### src/rtl/microwave_ctrl.sv
// ---------------------------------------------------------------------------
// microwave_ctrl
//
// Top-level cooking controller for the microwave. It shifts keypad digits
// into the countdown timer, generates the timer's count pulses through a
// prescaler, watches the timer's zero flag, and owns the magnetron enable,
// the door interlock behaviour and the end-of-cook beeper.
//
// Parameters:
//   TICK_DIV    - clock cycles per timer count pulse (>= 2)
//   BEEP_CYCLES - length of the done beep in clock cycles (>= 1)
//
// Ports:
//   clk          - system clock, everything on the rising edge
//   clrn         - synchronous active-low reset
//   key_valid    - one-cycle strobe, a keypad digit is present
//   key_digit    - keypad value, only 0..9 are legal
//   start        - start/resume request strobe
//   stop         - pause request strobe
//   clear        - cancel/clear request strobe
//   door_closed  - door interlock level, 1 = closed
//   timer_zero   - timer reads 0:00
//   timer_data   - digit presented to the timer
//   timer_loadn  - timer load strobe, active low
//   timer_en     - timer count pulse, active high
//   timer_clrn   - timer clear, active low
//   mag_on       - magnetron enable
//   beep         - done indicator
//   state        - IDLE=0, SETTING=1, COOK=2, PAUSE=3, DONE=4
// ---------------------------------------------------------------------------
module microwave_ctrl #(
    parameter int TICK_DIV    = 10,
    parameter int BEEP_CYCLES = 8
) (
    input  logic       clk,
    input  logic       clrn,
    input  logic       key_valid,
    input  logic [3:0] key_digit,
    input  logic       start,
    input  logic       stop,
    input  logic       clear,
    input  logic       door_closed,
    input  logic       timer_zero,
    output logic [3:0] timer_data,
    output logic       timer_loadn,
    output logic       timer_en,
    output logic       timer_clrn,
    output logic       mag_on,
    output logic       beep,
    output logic [2:0] state
);

    localparam int PW = $clog2(TICK_DIV);
    localparam int BW = (BEEP_CYCLES > 1) ? $clog2(BEEP_CYCLES) : 1;

    localparam logic [PW-1:0] PRE_LAST  = PW'(TICK_DIV - 1);
    localparam logic [PW-1:0] PRE_ONE   = PW'(1);
    localparam logic [BW-1:0] BEEP_LAST = BW'(BEEP_CYCLES - 1);
    localparam logic [BW-1:0] BEEP_ONE  = BW'(1);

    typedef enum logic [2:0] {
        IDLE    = 3'd0,
        SETTING = 3'd1,
        COOK    = 3'd2,
        PAUSE   = 3'd3,
        DONE    = 3'd4
    } state_t;

    state_t        cur_state;
    logic [1:0]    digit_count;
    logic [PW-1:0] prescaler;
    logic [BW-1:0] beep_cnt;
    logic          key_ok;

    assign state = cur_state;

    // A key is only usable if it is a decimal digit and the timer still has
    // room for it (minutes, tens, ones).
    assign key_ok = key_valid && (key_digit <= 4'd9) && (digit_count < 2'd3);

    // Single-process controller. Pulse outputs (loadn, en, clrn) default to
    // their inactive level every cycle so that each asserted pulse lasts
    // exactly one cycle. Within a state the checks are ordered by event
    // priority: clear, then stop/door, then timer_zero, then start, then keys.
    // Because loads only happen in IDLE/SETTING, count pulses only in COOK and
    // clears only on the clear branch, the three timer strobes never overlap.
    always_ff @(posedge clk) begin
        if (!clrn) begin
            cur_state   <= IDLE;
            timer_loadn <= 1'b1;
            timer_en    <= 1'b0;
            timer_clrn  <= 1'b0;
            mag_on      <= 1'b0;
            beep        <= 1'b0;
            timer_data  <= 4'd0;
            digit_count <= 2'd0;
            prescaler   <= '0;
            beep_cnt    <= '0;
        end else begin
            timer_loadn <= 1'b1;
            timer_en    <= 1'b0;
            timer_clrn  <= 1'b1;

            if (clear) begin
                timer_clrn  <= 1'b0;
                digit_count <= 2'd0;
                prescaler   <= '0;
                beep_cnt    <= '0;
                cur_state   <= IDLE;
                mag_on      <= 1'b0;
                beep        <= 1'b0;
            end else begin
                case (cur_state)
                    IDLE, SETTING: begin
                        if (cur_state == SETTING && start && door_closed && !timer_zero) begin
                            cur_state <= COOK;
                            prescaler <= '0;
                            mag_on    <= 1'b1;
                        end else if (key_ok) begin
                            timer_data  <= key_digit;
                            timer_loadn <= 1'b0;
                            digit_count <= digit_count + 2'd1;
                            cur_state   <= SETTING;
                        end
                    end

                    // The prescaler is deliberately left untouched when
                    // pausing so a resumed cook keeps its partial tick.
                    COOK: begin
                        if (stop || !door_closed) begin
                            cur_state <= PAUSE;
                            mag_on    <= 1'b0;
                        end else if (timer_zero) begin
                            cur_state <= DONE;
                            mag_on    <= 1'b0;
                            beep      <= 1'b1;
                            beep_cnt  <= '0;
                        end else begin
                            mag_on <= 1'b1;
                            if (prescaler == PRE_LAST) begin
                                prescaler <= '0;
                                timer_en  <= 1'b1;
                            end else begin
                                prescaler <= prescaler + PRE_ONE;
                            end
                        end
                    end

                    PAUSE: begin
                        if (start && door_closed && !stop && !timer_zero) begin
                            cur_state <= COOK;
                            mag_on    <= 1'b1;
                        end
                    end

                    // A key press or the door opening acknowledges the beep
                    // early; the key itself is swallowed.
                    DONE: begin
                        if (key_valid || !door_closed || beep_cnt == BEEP_LAST) begin
                            cur_state   <= IDLE;
                            beep        <= 1'b0;
                            digit_count <= 2'd0;
                        end else begin
                            beep_cnt <= beep_cnt + BEEP_ONE;
                        end
                    end

                    default: begin
                        cur_state <= IDLE;
                        mag_on    <= 1'b0;
                        beep      <= 1'b0;
                    end
                endcase
            end
        end
    end

endmodule
### config.mk
export PLATFORM = sky130hd
export DESIGN_NAME = microwave_ctrl
export DESIGN_NICKNAME = d
export VERILOG_FILES = /design/src/rtl/microwave_ctrl.sv
export SDC_FILE = /design/constraint.sdc
export NUM_CORES = 1
export LEC_CHECK = 0
export CAP_MARGIN = 20
export CORE_MARGIN = 10
export CORE_UTILIZATION = 50
export DETAILED_ROUTE_END_ITERATION = 12
export DONT_BUFFER_PORTS = 1
export PLACE_DENSITY = 0.77
export REMOVE_ABC_BUFFERS = 1
export SETUP_SLACK_MARGIN = 0.5
export SYNTH_ARGS = -nofsm -noshare
export SYNTH_HDL_FRONTEND = slang
export SYNTH_SLANG_ARGS = --single-unit
### constraint.sdc
create_clock -name clk -period 3.5 [get_ports clk]
set_input_delay 1.05 -clock clk [delete_from_list [all_inputs] [get_ports clk]]
set_output_delay 1.05 -clock clk [all_outputs]
set_load 0.005 [all_outputs]
# [Word-level counts from Yosys, hierarchy flattened]
# Cells that the tools add are included.
[totals] reg_bits=21 in_bits=12 out_inout_bits=12 elab_cells=101
[op_classes] addsub=3 n_lt_le_gt_ge=2 eq_ne=17 n_mux=32 bitwise_logic=7 reduce_logical=30
[op_table] cell="$mux 3" count=9
[op_table] cell="$reduce_and 4->1" count=6
[op_table] cell="$ne 2x2->1 const B" count=9
[op_table] cell="$mux 4" count=4
[op_table] cell="$pmux 3 s4" count=1
[op_table] cell="$mux 1" count=10
[op_table] cell="$logic_and 1x1->1" count=8
[op_table] cell="$pmux 4 s2" count=1
[op_table] cell="$not 1->1" count=7
[op_table] cell="$eq 3x2->1 const B" count=2
[op_table] cell="$eq 3x3->1 const B" count=2
[op_table] cell="$mux 2" count=3
[op_table] cell="$ne 3x3->1 const B" count=2
[op_table] cell="$pmux 3 s2" count=1
[op_table] cell="$reduce_bool 2->1" count=3
[op_table] cell="$reduce_or 5->1" count=1
[op_table] cell="$add 4x1->4 const B" count=1
[op_table] cell="$eq 4x4->1 const B" count=1
[op_table] cell="$le 4x4->1 const B" count=1
[op_table] cell="$pmux 1 s4" count=1
[op_table] cell="$pmux 2 s2" count=1
[op_table] cell="$reduce_or 2->1" count=2
[op_table] cell="$reduce_or 4->1" count=1
[op_table] cell="$add 3x1->3 const B" count=1
[op_table] cell="9 further kinds" count=13

# [Depth between registers and ports, before layout]
[depth] word_depth=6 mapped_depth=6 ltp_nobuf=6

# [Least setup slack after synthesis]
# OpenSTA, ideal clock, no wires.
[synth_timing] path_kind="input-to-reg" startpoint="input port door_closed" endpoint="register digit_count[1]" setup_ns=0.117 t_arrival_ns=2.145 required_ns=3.383 path_slack_ns=1.238 stages=5 path_buffers=1 path_cell_list="and3b_1 -> buf_2 -> o21a_1 -> a2111o_1 -> a32o_1"
[synth_via] elab_chain_len=5 word_cells_on_any_way=8 cone_classes="eq/ne (2); reduce/logical (6)"
[synth_rtl] item="start, declared" line_no="42" rtl="input logic door_closed,"
[synth_rtl] item="$logic_not 1->1" line_no="159" rtl="if (key_valid || !door_closed || beep_cnt == BEEP_LAST) begin"
[synth_rtl] item="$logic_or 1x1->1 (2 in a row)" line_no="159"
[synth_rtl] item="$ne 2x2->1 (no source line)"
[synth_rtl] item="$reduce_and 4->1 (no source line) *"
[synth_rtl] item="end signal, assigned" line_no="122" rtl="digit_count <= digit_count + 2'd1;"
[synth_rtl] item="end, declared" line_no="70" rtl="logic [1:0] digit_count;"
# Every way passes the cells marked *; elsewhere a longest branch is shown, timed or not.
# A chain may end at the register's enable or synchronous reset.

# [Worst setup path in the final report]
[layout_timing] startpoint="register cur_state[0], in the netlist state[0]" endpoint="output port state[0]"
[layout_lines] item="start, declared" line_no="69" rtl="state_t cur_state;"
[layout_lines] item="start signal, assigned" line_no="89" rtl="cur_state <= IDLE;"
[layout_lines] item="start signal, assigned" line_no="109" rtl="cur_state <= IDLE;"
[layout_lines] item="start signal, assigned" line_no="116" rtl="cur_state <= COOK;"
[layout_lines] item="end, declared" line_no="50" rtl="output logic [2:0] state"
# No word-level cell between the ends.

==> results list <==
- Clock insertion delay at the later pin of the skew report: 0.31 ns
- Average routed wire per standard cell: 16.99 um
- Post-synth EDFFs: 0
- Number of antenna repair diodes: 0
- Pin placement for this block handled 24 I/O pins.
- Number of fillers in the final layout: 209
- The number of global-route vias before repair is 887.
* Highest achievable clock rate: 0.4771 GHz
- TritonCTS built the clock tree.
- At the worst endpoint, the required time is roughly 2.5 ns.
- Cell taking the most area after synthesis: dfxtp_1
- The final layout contains 143 nets.
- CTS placed an instance of clkbuf_4 at the clock tree root.
- For this design, the sink count on the clock tree is 21.
* Maximum number of pins on one net before global-route repair: 20
- The number of antenna violations at the first check in global routing came to 0.
* Horizontal die dimension: 67.98 um
- Across every metal layer, demand over resource in global routing totals 11.38%.
* Setup tns final: 0 ns
- Die H: 67.98 um
* Count of final hold-check violations: 0
- Core Footprint: 0.002212 mm^2
* Cells resized by post-CTS repair: 0
* Biggest area contributors in the synthesized netlist: dfxtp_1 37%, ha_1 5.4%, o21ai_0 4.8%, a21oi_1 3.5%, nand3b_1 3.3%
* Leftover overflow at the end of global routing: 0
- Sum of net half-perimeters after detailed placement: 1937 um
- Once detail routing completed, the nets flagged for antenna violations numbered 0.
- Across the VDD grid, the largest voltage drop is 0.0002344 V.
- After detailed routing, the number of vias per cell comes to 6.124.
- For this design, the CTS-stage hold fixing added 0 buffers.
- The max-slew violation count was 0.
- Data arrives at the worst endpoint at 1.05 ns.
* Die footprint: 0.004621 mm^2
- The average instance in the mapped netlist occupies ~9 um^2.
- Inst Count DP: 149
- The worst hold path terminates at digit_count[0].
- Routability-driven placement finished with a final weighted congestion of 0.8145.
- Along the worst hold path, the cell count comes to 1.
* Minimum clock period after layout: between 2 and 2.5 ns
* Portion of the post-synthesis area used by sequential elements: a little over a third
- Post-synthesis cell area: roughly 0.0012 mm^2
- Max-cap violations in this run came to 0.
- In this run the biggest area consumer among cell types represents between 30% and 40% of the synthesized area.
* Clock transition at the registers of the reported paths: around 0.12 ns
- For this run, design rule violations remaining after detail routing come to 0.
- After the flow finishes, the layout carries non-filler instances totaling 153.
- The worst setup path is captured at an output port.
- Across the routed clock network, the largest skew measured is 0.006168 ns.
* Yosys warning count: 0
- Unrepaired setup endpoints after global routing: no
- Hold Crit Start: digit_count[0]
- In this run the static leakage power is 0.4253 nW.
* Worst slew margin relative to its limit: 58.49%
- STA classifies the critical path startpoint as a register.
* Final Power: about 0.40 mW
- Initial Utilization: 52.04%
* Number of buffers added by the clock tree synthesis step: 3
- Endpoint of the most critical register-to-register path: prescaler[1]
- Setup violators final: 0
- Worst hold margin: ~0.46 ns
* Share of post-route cells with drive strength above 1: a little over 7%
- From synthesis to final layout, the design area changed by 2.608%.
- Wires add up to 2600 um.
* Most common library cells after synthesis: 21 x dfxtp_1, 11 x o21ai_0, 8 x a21oi_1, 7 x nand2_1, 6 x inv_1
- Crit path kind: register to output port
* Outcome: completed
- At the pin with the least slew margin, the transition time is 0.6218 ns.
* Crit Path Max Fanout: 19
- Bufs on Longest Clock Path: 2
- Iteration-0 DRC Markers: 115
- Gate count after technology mapping: between 100 and 150
- Post-CTS Setup Inserts: 0
* First drt pass iteration count: 4
- Yosys reg bits: 21
- Measured in cells, the most critical reg-to-reg path has a length of 4.
* Most instantiated library cell after synthesis: dfxtp_1
- DR vias: around 940
- The path class of the tightest hold or removal check is register to register.
- Number of unique standard cell types used by synthesis: 47
* Final core utilization: 53.39%
* Dominant synthesized flop cell: dfxtp_1
- Across all register-to-register paths, the minimum setup slack is between 1.5 and 2 ns.
* Cell Rows: 17
- Count of H-tree levels built during CTS: 1
* Post-synthesis async set-or-reset flop share: 0%
* Fraction of the cycle the final worst path needs: 59.89%
* PortBufs: 0
- In this run the critical register-to-register path is launched from state[1].
- The first global-routing pass estimated ~4200 um of wire.
- Total power divided by cell area: about 330 mW/mm^2
-- how the worst max path moves through the flow --
stage                 from        endpoint  slack (ns)  cells past startpoint
6_report          state[0]        state[0]        1.40                      0
5_1_grt           state[0]        state[0]        1.33                      0
4_1_cts           state[0]        state[0]        1.40                      0
3_5_place_dp    timer_zero    prescaler[1]        1.14                      4
3_3_place_gp    timer_zero    prescaler[3]        1.19                      4
2_1_floorplan  door_closed  digit_count[1]        1.29                      4
-- stage by stage --
stage | setup WS (ns) | instance area [um^2]
after floorplan | 1.288 | 1119
after global placement | 1.192 | 1154
after detailed placement | 1.136 | 1154
after CTS | 1.403 | 1181
after global routing | 1.331 | 1181
final | 1.404 | 1181
-- state kept, by name, indices dropped and copies added (netlist names) --
register and count:
state 3, beep_cnt 3, mag_on 1, timer_loadn 1
timer_en 1, beep 1, digit_count 2, timer_clrn 1
timer_data 4, prescaler 4
-- where the power goes --
group	internal (mW)	switching [mW]	total (mW)
logic	0.0122	0.0139	0.0260
registers	0.243	0.00538	0.249
clock network	0.0427	0.0783	0.121
total	0.298	0.0976	0.396
-- logic make-up after synthesis --
logic type	Yosys count	share of synthesized area, %
buffers and inverters	12	4.782
AO/OA/AOI/OAI	41	24.24
multiplexers	3	2.609
flip-flops	21	36.52
AND/OR/NAND/NOR	45	26.41
adder cells (fa/ha/maj)	5	5.435
-- per-layer routing --
layer  track usage, %  part of all wire (%)  up-vias
met3            3.752                   8.7        6
met2            17.44                    47       26
met5                0                     0        -
met1            14.11                    42      433
met4            5.276                   1.8        0
li1                 -                     -      472
-- placed cells by master, fill, tap and decap left out, drive strengths merged, types with 2 or more instances in the layout --
cell type	netlist	layout
and3b	3	3
inv	6	6
a2bb2oi	2	2
a21boi	4	4
nand3	5	5
nor2	5	5
nor2b	3	3
and2	2	2
dfxtp	21	21
ha	5	5
o21ai	11	11
nand3b	5	5
a21oi	8	8
o21a	2	2
nor3b	4	4
mux2i	3	3
nand2	7	7
a211oi	2	2
nor3	2	2
clkbuf	3	3
-- final cells by class --
type	count	area [um^2]	area share [%]
Clock buffer	3	22.52	1.907
Clock inverter	1	5.005	0.4237
Multi-Input combinational cell	94	675.6	57.20
Sequential cell	21	420.4	35.59
Inverter	6	22.52	1.907
Tap cell	28	35.03	2.966
(Power assumes the default switching activity.)
